**src/rtl/wide_add_sequencer_pkg.sv**
```systemverilog
// Shared constants for the wide add/subtract sequencer.
// Slice width of the shared adder and the control FSM state encoding.
// No ports; imported by wide_add_sequencer.
package wide_add_sequencer_pkg;

   localparam int SLICE_W  = 32;
   localparam int SLICE_LB = 5;   // log2(SLICE_W), used to form slice base offsets

   // 2'd3 is not a legal state; the FSM recovers from it to ST_IDLE.
   typedef enum logic [1:0] {
      ST_IDLE = 2'd0,
      ST_RUN  = 2'd1,
      ST_DONE = 2'd2
   } state_e;

endpackage

```
**src/rtl/CLA32bit.sv**
```systemverilog
// 32-bit carry-lookahead adder: 4-bit lookahead groups, group carries chained.
// Latency: purely combinational. Backpressure: none.
// Ports: a_i, b_i, cin_i operands/carry-in; sum_o, cout_o carry-out, of_o signed overflow.
module CLA32bit (
   input  logic [31:0] a_i,
   input  logic [31:0] b_i,
   input  logic        cin_i,
   output logic [31:0] sum_o,
   output logic        cout_o,
   output logic        of_o
);

   // Returns {of, cout, sum}. Kept in a function so the carry chain is
   // built from local variables rather than a self-referencing net.
   function automatic logic [33:0] cla_add(input logic [31:0] x,
                                           input logic [31:0] y,
                                           input logic        ci);
      logic [31:0] g;
      logic [31:0] p;
      logic [32:0] c;
      logic        gg;
      logic        pp;
      g    = x & y;
      p    = x ^ y;
      c    = '0;
      c[0] = ci;
      for (int k = 0; k < 8; k++) begin
         c[4*k+1] = g[4*k] | (p[4*k] & c[4*k]);
         c[4*k+2] = g[4*k+1] | (p[4*k+1] & g[4*k]) | (p[4*k+1] & p[4*k] & c[4*k]);
         c[4*k+3] = g[4*k+2] | (p[4*k+2] & g[4*k+1]) | (p[4*k+2] & p[4*k+1] & g[4*k])
                  | (p[4*k+2] & p[4*k+1] & p[4*k] & c[4*k]);
         gg = g[4*k+3] | (p[4*k+3] & g[4*k+2]) | (p[4*k+3] & p[4*k+2] & g[4*k+1])
            | (p[4*k+3] & p[4*k+2] & p[4*k+1] & g[4*k]);
         pp = &p[4*k +: 4];
         c[4*k+4] = gg | (pp & c[4*k]);
      end
      // Signed overflow: carry into the MSB differs from carry out of it.
      return {c[32] ^ c[31], c[32], p ^ c[31:0]};
   endfunction

   assign {of_o, cout_o, sum_o} = cla_add(a_i, b_i, cin_i);

endmodule

```
**src/rtl/wide_add_sequencer.sv**
```systemverilog
// WORDS x 32-bit add/subtract, streamed LS word first through one CLA32bit.
// Latency: accept in cycle T -> out_valid in cycle T+WORDS+1; one op in flight.
// Backpressure: result held stable in DONE until out_ready; in_ready low until then.
// Ports: clk/rst (sync, active-high); in_valid/in_ready/op_sub/a/b producer side;
//        out_valid/out_ready/sum/cout/of consumer side.
module wide_add_sequencer
   import wide_add_sequencer_pkg::*;
#(
   parameter  int WORDS = 4,
   localparam int W     = SLICE_W * WORDS
) (
   input  logic         clk,
   input  logic         rst,
   input  logic         in_valid,
   output logic         in_ready,
   input  logic         op_sub,
   input  logic [W-1:0] a,
   input  logic [W-1:0] b,
   output logic         out_valid,
   input  logic         out_ready,
   output logic [W-1:0] sum,
   output logic         cout,
   output logic         of
);

   localparam int IDXW = $clog2(WORDS);

   state_e                   state_q, state_d;
   logic [IDXW-1:0]          idx_q, idx_d;
   logic                     carry_q, carry_d;
   logic [W-1:0]             a_q, a_d;
   logic [W-1:0]             b_q, b_d;
   logic [W-1:0]             sum_q, sum_d;
   logic                     cout_q, cout_d;
   logic                     of_q, of_d;

   logic [IDXW+SLICE_LB-1:0] base;
   logic [SLICE_W-1:0]       cla_sum;
   logic                     cla_cout;
   logic                     cla_of;

   // Bit offset of the slice currently being processed.
   assign base = {idx_q, {SLICE_LB{1'b0}}};

   CLA32bit u_cla (
      .a_i    (a_q[base +: SLICE_W]),
      .b_i    (b_q[base +: SLICE_W]),
      .cin_i  (carry_q),
      .sum_o  (cla_sum),
      .cout_o (cla_cout),
      .of_o   (cla_of)
   );

   always_comb begin
      state_d   = state_q;
      idx_d     = idx_q;
      carry_d   = carry_q;
      a_d       = a_q;
      b_d       = b_q;
      sum_d     = sum_q;
      cout_d    = cout_q;
      of_d      = of_q;
      in_ready  = 1'b0;
      out_valid = 1'b0;
      case (state_q)
         ST_IDLE: begin
            in_ready = 1'b1;
            if (in_valid) begin
               // Subtract as a + ~b + 1: the +1 enters as the initial carry.
               a_d     = a;
               b_d     = op_sub ? ~b : b;
               carry_d = op_sub;
               idx_d   = '0;
               state_d = ST_RUN;
            end
         end
         ST_RUN: begin
            sum_d[base +: SLICE_W] = cla_sum;
            carry_d                = cla_cout;
            idx_d                  = idx_q + 1'b1;
            if (idx_q == IDXW'(WORDS - 1)) begin
               // Only the top slice's overflow describes the full-width result.
               cout_d  = cla_cout;
               of_d    = cla_of;
               idx_d   = '0;
               state_d = ST_DONE;
            end
         end
         ST_DONE: begin
            out_valid = 1'b1;
            if (out_ready) begin
               state_d = ST_IDLE;
            end
         end
         default: state_d = ST_IDLE;
      endcase
   end

   always_ff @(posedge clk) begin
      if (rst) begin
         state_q <= ST_IDLE;
         idx_q   <= '0;
         carry_q <= 1'b0;
         a_q     <= '0;
         b_q     <= '0;
         sum_q   <= '0;
         cout_q  <= 1'b0;
         of_q    <= 1'b0;
      end else begin
         state_q <= state_d;
         idx_q   <= idx_d;
         carry_q <= carry_d;
         a_q     <= a_d;
         b_q     <= b_d;
         sum_q   <= sum_d;
         cout_q  <= cout_d;
         of_q    <= of_d;
      end
   end

   assign sum  = sum_q;
   assign cout = cout_q;
   assign of   = of_q;

endmodule

```
**config.mk**
```make
export PLATFORM = sky130hd
export DESIGN_NAME = wide_add_sequencer
export DESIGN_NICKNAME = d
export VERILOG_FILES = /design/src/rtl/wide_add_sequencer_pkg.sv /design/src/rtl/CLA32bit.sv /design/src/rtl/wide_add_sequencer.sv
export SDC_FILE = /design/constraint.sdc
export NUM_CORES = 1
export LEC_CHECK = 0
export BUFFER_PORTS_ARGS = -buffer_cell sky130_fd_sc_hd__buf_4
export CORE_ASPECT_RATIO = 0.5
export CORE_MARGIN = 4
export CORE_UTILIZATION = 59
export DETAILED_ROUTE_END_ITERATION = 6
export PLACE_DENSITY = 0.86
export SLEW_MARGIN = 20
export SYNTH_ARGS = -nofsm -noshare
export SYNTH_HDL_FRONTEND = slang
export SYNTH_SLANG_ARGS = --single-unit
```
**constraint.sdc**
```tcl
create_clock -name clk -period 9.5 [get_ports clk]
set_input_delay 0.95 -clock clk [delete_from_list [all_inputs] [get_ports clk]]
set_output_delay 0.95 -clock clk [all_outputs]
set_load 0.01 [all_outputs]
```
After elaboration in Yosys (flattened, before gate mapping)

Cells that the tools add are included.

Register bits: 391
Word-level logic and storage cells: 252
Output and inout bits: 132
Bits of input ports: 261

Multiplexer cells: 13
Equality and inequality tests: 6
Bitwise logic cells: 205
Reductions and logical operators: 14
$add $sub $neg: 2
Shift-type cells: 4

Operators with widths:

| cell                                                   | number |
|---|---|
| variable part select 128 x 8 -> 32 bit                 | 2 |
| bitwise mux 128 bit                                    | 1 |
| 2-to-1 mux 128 bit                                     | 1 |
| NOT 128 bit                                            | 1 |
| variable shift 32 x 9 -> 128 bit, first input constant | 1 |
| variable part select 32 x 9 -> 128 bit                 | 1 |
| AND 1 bit                                              | 120 |
| OR 1 bit                                               | 80 |
| bitwise XOR 32 bit                                     | 2 |
| AND 32 bit                                             | 1 |
| AND reduction 4 bit                                    | 8 |
| 2-to-1 mux 2 bit                                       | 5 |
| negation 7 -> 9 bit                                    | 1 |
| != test 2 bit, second input constant                   | 3 |
| case mux 2 bit (3 select lines)                        | 1 |
| AND reduction 2 bit                                    | 3 |
| equality test 2 bit, second input constant             | 2 |
| case mux 2 bit (2 select lines)                        | 1 |
| 2-to-1 mux 1 bit                                       | 3 |
| AND reduction 3 bit                                    | 1 |
| adder 2 x 1 -> 2 bit, second input constant            | 1 |
| equality test 2 x 1 -> 1 bit, second input constant    | 1 |
| logical NOT 2 bit                                      | 1 |
| case mux 1 bit (2 select lines)                        | 1 |
| 2 further kinds                                        | 2 |

Logic depth before layout (Yosys ltp)

Gate-level depths: netlist (run 1).

Depth after elaboration: 24
Mapped depth: 16

Hierarchy

From an unflattened synthesis (run 1), not the netlist that was laid out.

Cells, all modules: 1,878
Area, all modules: 17,540.6 um^2

By module, submodules not included:

| module             | cells each | area an instance (um^2) | times used |
|---|---|---|---|
| wide_add_sequencer | 1,690      | 16,032.9                | 1 |
| CLA32bit           | 188        | 1,507.7                 | 1 |

Worst setup path before layout (run 1)

No wires, ideal clock.

Kind: reg2reg
From: reg idx_q[0]
To: reg sum_q[125] (netlist: sum[125])
Data arrival time: 4.516 ns
Data required time: 9.372 ns
Cell stages (with the launch flop): 17
Path slack: 4.856 ns
Path through: dfxtp_1 clkbuf_1 buf_2 buf_1 mux4_2 ha_1 a21o_1 a21o_1 a2111oi_4 nor3b_4 nor4_4 nor3_1 inv_1 fa_1 xor2_1 a22oi_1 nor2_1

Word-level cells in the longest chain between the ends: 24
Elaborated cells between the ends (all ways): 206
Those cells by class: add/sub: 1; shift: 4; mux: 1; bitwise: 193; reduce/logical: 7

Ends and longest elaborated chain:

| what                                                      | RTL line                                           | RTL |
|---|---|---|
| from (decl)                                               | wide_add_sequencer.sv:29                           | `logic [IDXW-1:0] idx_q, idx_d;` |
| from (signal assigned)                                    | wide_add_sequencer.sv:111                          | `idx_q <= idx_d;` |
| variable part select 128 x 8 -> 32 bit (on tied branches) | wide_add_sequencer.sv:46, wide_add_sequencer.sv:47 |  |
| bitwise XOR 32 bit or AND 32 bit (tied branches)          | CLA32bit.sv:24, CLA32bit.sv:23                     |  |
| AND 1 bit (on tied branches)                              | CLA32bit.sv:32, CLA32bit.sv:33                     |  |
| OR 1 bit (tied with other cells)                          | CLA32bit.sv:32                                     | `gg = g[4*k+3] \| (p[4*k+3] & g[4*k+2]) \| (p[4*k+3] & p[4*k+2] & g[4*k+1])` |
| OR 1 bit or AND 1 bit (tied branches)                     | CLA32bit.sv:32, CLA32bit.sv:33                     |  |
| OR 1 bit                                                  | CLA32bit.sv:33                                     | `\| (p[4*k+3] & p[4*k+2] & p[4*k+1] & g[4*k]);` |
| OR 1 bit                                                  | CLA32bit.sv:35                                     | `c[4*k+4] = gg \| (pp & c[4*k]);` |
| AND 1 bit                                                 | CLA32bit.sv:35                                     |  |
| [... 8 more ...]                                          | -                                                  |  |
| OR 1 bit                                                  | CLA32bit.sv:35                                     |  |
| AND 1 bit                                                 | CLA32bit.sv:35                                     |  |
| OR 1 bit                                                  | CLA32bit.sv:35                                     |  |
| AND 1 bit (on tied branches)                              | CLA32bit.sv:28, CLA32bit.sv:29, CLA32bit.sv:31     |  |
| OR 1 bit (on tied branches)                               | CLA32bit.sv:28, CLA32bit.sv:29, CLA32bit.sv:31     |  |
| bitwise XOR 32 bit                                        | CLA32bit.sv:38                                     | `return {c[32] ^ c[31], c[32], p ^ c[31:0]};` |
| variable part select 32 x 9 -> 128 bit                    | wide_add_sequencer.sv:78                           | `sum_d[base +: SLICE_W] = cla_sum;` |
| bitwise mux 128 bit (*)                                   | wide_add_sequencer.sv:78                           |  |
| to (signal assigned)                                      | wide_add_sequencer.sv:115                          | `sum_q <= sum_d;` |
| to (decl)                                                 | wide_add_sequencer.sv:33                           | `logic [W-1:0] sum_q, sum_d;` |

Mark *: on every way between the ends. The rest lies on a longest branch, timed or not.
A chain may end at the register's enable or synchronous reset.

Worst setup path in the final report (run 1)

Ends and elaborated chain as after synthesis.

==> impl_metrics.json, run 1 <==
{
  "ir_worst_vdd_v": 0.000114,
  "ys_warn_count": 0,
  "dp_hpwl_mm": 37.1,
  "ys.flop_type": "dfxtp_1",
  "p_total_w": 0.00391,
  "r2r_setup_slack_ns": 4.30,
  "hp-class": "reg -> reg",
  "cts_buffer_depth": 3,
  "tritoncts": "built",
  "layout_common_cells": "402 x buf_4, 389 x dfxtp_1, 281 x nand2_1, 252 x nor2_1, 155 x a21oi_1",
  "port_buffers": 392,
  "clkTransAtPathRegs_ns": 0.07,
  "viasPerCell": 5.96,
  "area_delta_synth_final_pct": 24.2,
  "die_x_um": 251,
  "grtUsageTotal_pct": 30.8,
  "worstPathRequired_ns": 9.96,
  "routed_wirelength_mm": 52.9,
  "grt_start_max_net_pins": 294,
  "cts_hold_buf": 0,
  "worst_pin_slew_ns": 1.09,
  "skew_ns": 0.0203,
  "drt_iter0_drc": 1767,
  "critPathCaptureType": "flip-flop",
  "clock-root-buffer": "clkbuf_16",
  "grt_pass1_wl_mm": 79.0,
  "maxCapViolCount": 0,
  "grt_setup_unrepaired": "no",
  "firstDrtPassIters": 7,
  "gp_congestion": 0.902,
  "ys_ff_latch": 391,
  "synth-edff-count": 0,
  "boundaryPins": 393,
  "setup_viol": 0,
  "final_hold_viol_count": 0,
  "syn_nets": 2188,
  "max_slew_margin_pct": 27.0,
  "power.density_nw_per_um2": 181,
  "layout_commonest_cell": "buf_4",
  "yosysSeqAreaShare_pct": 44.9,
  "cts.repair.resized": 0,
  "antenna_left": 0,
  "htreeDepth": 2,
  "cp.arrival_ns": 5.65,
  "fillerInstances": 2086,
  "post_drt_wl_per_cell_um": 20.5,
  "crit_type": "reg -> reg",
  "grt_remaining_overflow": 0,
  "period_share_pct": 54.7,
  "dieArea_um2": 32500,
  "hold_ws_ns": 0.453,
  "numCtsBuffers": 35,
  "finalSetupTns_ns": 0,
  "critPathLaunchType": "flip-flop",
  "drive_above_1_share_pct": 24.8,
  "clock.fmax_mhz": 192,
  "core-area_um2": 29000,
  "nNetsFinal": 2476,
  "drc_errors": 0,
  "min_period_ns": 5.20,
  "async_flop_share_pct": 0,
  "rows": 44,
  "antenna_found_initial": 2,
  "vias": 15431,
  "clock_sinks": 391,
  "initial_core_util_pct": 60.0,
  "netlist_instances": 1881,
  "drv_slew": 0,
  "status": "completed",
  "critPathMaxFanout": 42,
  "fp.dieH_um": 130,
  "p_leak_nw": 8.59,
  "ys_types": 56,
  "post-cts-setup-buffers": 0,
  "syn_area_um2": 17400,
  "avgSynthCellArea_um2": 9.26,
  "grt_pass1_vias": 14127,
  "clk_latency_ns": 0.53
}
power by group:
group	switching, W	total, W	internal, W	leakage, nW
Sequential	0.0000659	0.00180	0.00173	3.20
Clock	0.000624	0.00145	0.000824	0.570
Combinational	0.000380	0.000662	0.000283	4.81
Total	0.00107	0.00391	0.00284	8.59
metal layers:
metal | vias to the layer above | track usage (%) | part of all wire, %
met4 | 0 | 11.1 | 3.8
met2 | 693 | 48.7 | 46
li1 | 7196 | - | -
met5 | - | 0 | 0
met3 | 121 | 5.29 | 8.3
met1 | 7421 | 43.3 | 42
state kept, by name (all words and copies together) (netlist names):
signal	count
sum	128
of	1
b_q	128
carry_q	1
a_q	128
state_q	2
cout	1
idx_q	2
area by class of cell:
cell class              count  area (um^2)  share of cell area [%]
inverters                  13         48.8                   0.225
flip-flops and latches    391         7840                    36.2
diodes                      2         5.00                  0.0231
clock inverters             9         81.3                   0.376
well taps                 391          489                    2.26
repair buffers            407         3110                    14.4
clock buffers              54         1090                    5.04
multi-input cells        1321         8980                    41.5
cells in the mapped netlist (all sizes together) (7+ instances only):
library cell / instances / area (um^2)
o31ai: 11 / 96.3
a22oi: 84 / 631
xor2: 12 / 105
clkbuf: 144 / 541
dfxtp: 391 / 7830
nand2b: 8 / 50.1
a21o: 10 / 76.3
mux4: 64 / 1440
o21ai: 20 / 100
or3: 7 / 43.8
nand2: 283 / 1060
ha: 38 / 475
inv: 13 / 48.8
fa: 8 / 160
xnor2: 131 / 1150
nor2: 253 / 950
a32oi: 16 / 140
a21oi: 155 / 776
nand3b: 24 / 180
a211oi: 133 / 1000
buf: 12 / 50.1
through the flow:
stage	area [um^2]	instances	util, %	worst slack, ns
final	21600	2588	74.6	4.30
after global routing	21600	2588	74.6	3.95
after CTS	21600	2585	74.5	4.27
after detailed placement	20400	2522	70.4	4.40
after global placement	20400	2522	70.4	4.49
after floorplan	17400	1881	-	4.86
worst paths after layout:
kind | from | end | depth (start not counted)
worst max register to register | idx_q[0] | sum[125] | 14
worst min-delay path | a_q[105] | a_q[105] | 2
worst max-delay path | idx_q[0] | sum[125] | 14
worst min register to register | a_q[105] | a_q[105] | 2
worst max-delay path: stages (launching register included):
cell and delay [ns]:
dfxtp_4 0.75, buf_4 0.74, mux4_2 0.59, ha_1 0.38, a21o_1 0.22, a21o_1 0.22
a2111oi_4 0.36, nor3b_4 0.37, nor4_4 0.11, nor3_1 0.22, inv_1 0.09, fa_1 0.45
xor2_1 0.34, a22oi_1 0.13, nor2_1 0.13
cells by family (layout without fill, tap and decap cells):
family	count (synthesis)	count (layout)	share of synthesized area, %
compound gates	457	457	17.6
xor+xnor	143	143	7.19
fa+ha+maj	46	46	3.65
buf+inv	169	483	3.67
flops	391	391	44.9
mux	64	64	8.27
other cells	0	2	0
simple gates	611	611	14.6
No activity file was read; power rests on OpenSTA's default activity.
==> inputs of run 2 (changes only) <==
--- a/config.mk
+++ b/config.mk
@@ -8,9 +8,9 @@
 export BUFFER_PORTS_ARGS = -buffer_cell sky130_fd_sc_hd__buf_4
 export CORE_ASPECT_RATIO = 0.5
 export CORE_MARGIN = 4
-export CORE_UTILIZATION = 59
+export CORE_UTILIZATION = 54
 export DETAILED_ROUTE_END_ITERATION = 6
-export PLACE_DENSITY = 0.86
+export PLACE_DENSITY = 0.8
 export SLEW_MARGIN = 20
 export SYNTH_ARGS = -nofsm -noshare
 export SYNTH_HDL_FRONTEND = slang
==> constraint.sdc (replaced) <==
create_clock -name clk -period 5.3 [get_ports clk]
set_input_delay 0.53 -clock clk [delete_from_list [all_inputs] [get_ports clk]]
set_output_delay 0.53 -clock clk [all_outputs]
set_load 0.01 [all_outputs]
==> impl_metrics.json, run 2 (same netlist as run 1, synthesis figures left out) <==
{
  "status": "completed",
  "cts_buffer_depth": 3,
  "cp-startpoint": "idx_q[1]",
  "post-cts-setup-buffers": 0,
  "ir_worst_vdd_v": 0.000189,
  "cp.arrival_ns": 5.02,
  "drc_errors": 0,
  "hp-class": "in -> reg",
  "numCtsBuffers": 35,
  "reg2reg_depth": 13,
  "crit_type": "reg -> reg",
  "vias": 14991,
  "dieArea_um2": 35400,
  "final_hold_viol_count": 0,
  "layout_commonest_cell": "buf_4",
  "finalSetupTns_ns": 0,
  "rows": 46,
  "port_buffers": 392,
  "clkTransAtPathRegs_ns": 0.07,
  "clk_latency_ns": 0.54,
  "clock-root-buffer": "clkbuf_16",
  "maxCapViolCount": 0,
  "r2r_start": "idx_q[1]",
  "htreeDepth": 2,
  "skew_ns": 0.0185,
  "worstPathRequired_ns": 5.77,
  "p_total_w": 0.00709,
  "dp_hpwl_mm": 37.8,
  "critPathLaunchType": "flip-flop",
  "post_drt_wl_per_cell_um": 20.0,
  "core-area_um2": 31700,
  "antenna_left": 0,
  "hold_ws_ns": 0.242,
  "p_leak_nw": 8.65,
  "initial_core_util_pct": 54.9,
  "grt_pass1_wl_mm": 79.0,
  "drt_iter0_drc": 1555,
  "boundaryPins": 393,
  "critPathCaptureType": "flip-flop",
  "grt_remaining_overflow": 0,
  "fillerInstances": 2481,
  "final_cells": 2640,
  "area_delta_synth_final_pct": 25.1,
  "die_x_um": 262,
  "cts.repair.resized": 0,
  "drv_slew": 0,
  "firstDrtPassIters": 6,
  "period_share_pct": 86.0,
  "hold_depth": 3,
  "pre_cts_slack_ns": 0.782,
  "worst_pin_slew_ns": 1.11,
  "drive_above_1_share_pct": 25.4,
  "grt_start_max_net_pins": 175,
  "hp-start": "a[28]",
  "clock_sinks": 391,
  "max_slew_margin_pct": 26.2,
  "power.density_nw_per_um2": 325,
  "tritoncts": "built",
  "grt_setup_unrepaired": "no",
  "viasPerCell": 5.68,
  "min_period_ns": 4.56,
  "cts_hold_buf": 0,
  "clock.fmax_mhz": 219,
  "layout_common_cells": "410 x buf_4, 389 x dfxtp_1, 280 x nand2_1, 252 x nor2_1, 155 x a21oi_1",
  "gp_congestion": 0.894,
  "antenna_found_initial": 5,
  "dpl.cell_count": 2573,
  "grtUsageTotal_pct": 28.6,
  "grt_pass1_vias": 14175,
  "critPathMaxFanout": 43,
  "routed_wirelength_mm": 52.7,
  "fp.dieH_um": 135,
  "setup_viol": 0,
  "nNetsFinal": 2485,
  "fin_ws_ns": 0.743
}
==> run 2: cell count changes in the layout (fill, tap and decap cells not counted), moves of 2 or more <==
cell | previous run | this run
buf_4 | 402 | 410
diode_2 | 2 | 5
clkinv_4 | 1 | 3
clkbuf_8 | 8 | 3
clkbuf_1 | 8 | 2
buf_12 | 2 | 4
clkinv_2 | 4 | 9
bufinv_16 | 1 | 4
==> run 2: stage by stage <==
| step | instance area (um^2) | utilization [%] |
|---|---|---|
| 2_1_floorplan | 17400 | - |
| 4_1_cts | 21800 | 68.7 |
| 3_5_place_dp | 20600 | 64.9 |
| 6_report | 21800 | 68.7 |
| 3_3_place_gp | 20600 | 64.9 |
| 5_1_grt | 21800 | 68.7 |
==> run 2: worst paths after layout <==
check | slack, ns | to
max | 0.74 | sum[85]
min | 0.24 | a_q[28]
max reg2reg | 0.74 | sum[85]
min reg2reg | 0.45 | a_q[89]
==> run 2: worst max-delay path, cell delays in order (launching register included) <==
cell	delay (ns)
dfxtp_4	0.77
buf_4	0.45
mux4_2	0.36
ha_1	0.35
a21o_1	0.20
a21oi_1	0.35
a211oi_2	0.20
o31ai_1	0.30
o21ai_0	0.18
a21o_1	0.22
fa_1	0.43
xor2_1	0.41
a22oi_1	0.13
nor2_1	0.11
==> run 2: cell type report <==
class / count / area [um^2] / share of cell area, %
sequential: 391 / 7840 / 35.9
multi-input combinational: 1321 / 8980 / 41.2
antenna: 5 / 12.5 / 0.0574
clock inverter: 20 / 220 / 1.01
timing repair buffer: 416 / 3180 / 14.6
tap: 432 / 541 / 2.48
inverter: 13 / 48.8 / 0.224
clock buffer: 42 / 975 / 4.47
==> run 2: report_power, final <==
part | leakage [nW] | switching [W] | internal (W)
Combinational | 4.86 | 0.000682 | 0.000511
Clock | 0.589 | 0.00116 | 0.00152
Sequential | 3.20 | 0.000109 | 0.00310
==> run 2: per-layer routing <==
layer	GRT usage [%]	up-vias	share of wire, %
li1	-	7202	-
met1	39.3	7136	42
met2	46.5	555	48
met3	4.97	98	7.6
met4	9.57	0	3.1
met5	0	-	0
==> inputs of run 3 (changes only) <==
--- a/config.mk
+++ b/config.mk
@@ -8,9 +8,8 @@
 export BUFFER_PORTS_ARGS = -buffer_cell sky130_fd_sc_hd__buf_4
 export CORE_ASPECT_RATIO = 0.5
 export CORE_MARGIN = 4
-export CORE_UTILIZATION = 54
+export CORE_UTILIZATION = 23
 export DETAILED_ROUTE_END_ITERATION = 6
-export PLACE_DENSITY = 0.8
 export SLEW_MARGIN = 20
 export SYNTH_ARGS = -nofsm -noshare
 export SYNTH_HDL_FRONTEND = slang
==> impl_metrics.json, run 3 (same netlist as run 1, synthesis figures left out) <==
{
  "status": "completed",
  "area_delta_synth_final_pct": 30.6,
  "power.density_nw_per_um2": 323,
  "antenna_found_initial": 1,
  "worstPathRequired_ns": 5.78,
  "clock-root-buffer": "clkbuf_16",
  "fp.dieH_um": 203,
  "period_share_pct": 93.9,
  "drv_slew": 0,
  "core-area_um2": 75100,
  "layout_common_cells": "416 x buf_4, 389 x dfxtp_1, 281 x nand2_1, 252 x nor2_1, 155 x a21oi_1",
  "antenna_left": 0,
  "drive_above_1_share_pct": 25.7,
  "grt_setup_unrepaired": "no",
  "gp_congestion": 0.842,
  "tritoncts": "built",
  "p_total_w": 0.00734,
  "clk_latency_ns": 0.54,
  "boundaryPins": 393,
  "fillerInstances": 7871,
  "port_buffers": 392,
  "cts_buffer_depth": 3,
  "grtUsageTotal_pct": 14.7,
  "cp.arrival_ns": 5.46,
  "r2r_setup_slack_ns": 0.32,
  "skew_ns": 0.0196,
  "grt_start_max_net_pins": 191,
  "nNetsFinal": 2497,
  "die_x_um": 397,
  "post-cts-setup-buffers": 0,
  "maxCapViolCount": 0,
  "final_hold_viol_count": 0,
  "hold_ws_ns": 0.234,
  "htreeDepth": 2,
  "clkTransAtPathRegs_ns": 0.06,
  "initial_core_util_pct": 23.2,
  "drc_errors": 0,
  "cts_hold_buf": 0,
  "min_period_ns": 4.98,
  "crit_type": "reg -> reg",
  "routed_wirelength_mm": 62.4,
  "numCtsBuffers": 41,
  "multi_input_area_um2": 8990,
  "setup_viol": 0,
  "p_leak_nw": 8.79,
  "cp_cell_sequence": "buf_4 -> mux4_2 -> ha_1 -> a21o_1 -> a21oi_1 -> a211oi_2 -> o31ai_1 -> o21ai_0 -> buf_4 -> a21o_1 -> fa_1 -> xor2_1 -> a22oi_1 -> nor2_1",
  "viasPerCell": 4.61,
  "grt_pass1_wl_mm": 90.5,
  "cp_slowest_cell": "dfxtp_4",
  "ir_worst_vdd_v": 0.000209,
  "layout_commonest_cell": "buf_4",
  "grt_remaining_overflow": 0,
  "rows": 71,
  "stdcell_area_um2": 22800,
  "critPathCaptureType": "flip-flop",
  "hp-class": "in -> reg",
  "dieArea_um2": 80500,
  "clock_sinks": 391,
  "dp_hpwl_mm": 47.0,
  "slowest_delay_ns": 0.71,
  "grt_pass1_vias": 14930,
  "max_slew_margin_pct": 37.8,
  "seqCellArea_um2": 7840,
  "critPathMaxFanout": 33,
  "post_drt_wl_per_cell_um": 19.2,
  "worst_pin_slew_ns": 0.929,
  "clock.fmax_mhz": 201,
  "drt_iter0_drc": 1078,
  "placed_area_um2": 21300,
  "critPathLaunchType": "flip-flop",
  "finalSetupTns_ns": 0,
  "vias": 14928,
  "cts.repair.resized": 0,
  "firstDrtPassIters": 5
}
==> run 3: cell count changes in the layout (fill, tap and decap cells not counted), moves of 3 or more <==
cell,delta
clkbuf_16,+6
clkbuf_8,+8
clkinvlp_4,-3
buf_4,+6
clkinv_4,-3
diode_2,-4
clkbuf_1,+4
==> run 3: critical path, delay by kind of cell (launching register included) <==
| family | cells | cell delay [ns] |
|---|---|---|
| DFF | 1 | 0.71 |
| muxes | 1 | 0.38 |
| AOI/OAI and AO/OA | 7 | 1.67 |
| adders and majority gates | 2 | 0.78 |
| buffers and inverters | 2 | 0.62 |
| xor gates and xnor gates | 1 | 0.56 |
| and+or+nand+nor | 1 | 0.12 |
==> run 3: metrics by stage <==
step	utilization, %	cells	setup WS, ns
global route	30.3	3241	0.0413
detailed placement	28.4	3167	0.272
finish	30.3	3241	0.321
global placement	28.4	3167	0.402
CTS	30.2	3238	0.199
floorplan	-	1881	0.656
==> run 3: final timing paths <==
check | to | startpoint | cells past startpoint
setup / recovery | sum[53] | idx_q[1] | 14
hold / removal | a_q[58] | a[58] | 3
setup reg to reg | sum[53] | idx_q[1] | 14
hold reg to reg | a_q[93] | a_q[93] | 2
==> run 3: final cells by class <==
| class | count | share of cell area [%] |
|---|---|---|
| diodes | 1 | 0.0110 |
| multi-input cells | 1321 | 39.5 |
| well taps | 1022 | 5.62 |
| flip-flops and latches | 391 | 34.4 |
| inverters | 13 | 0.214 |
| clock inverters | 11 | 0.478 |
| repair buffers | 422 | 14.2 |
| clock buffers | 60 | 5.49 |
==> run 3: metal layers <==
metal / part of all wire [%] / global-route usage, % / routed length, um
met3: 3.3 / 1.63 / 2070
met1: 35 / 15.1 / 21600
met2: 56 / 29.2 / 35200
met4: 5.6 / 7.59 / 3470
met5: 0 / 0 / 0
==> run 3: report_power, final <==
group	internal [W]	leakage, nW	switching [W]
logic	0.000518	4.91	0.000703
clock network	0.00173	0.680	0.00118
registers	0.00311	3.20	0.000106
total	0.00535	8.79	0.00199
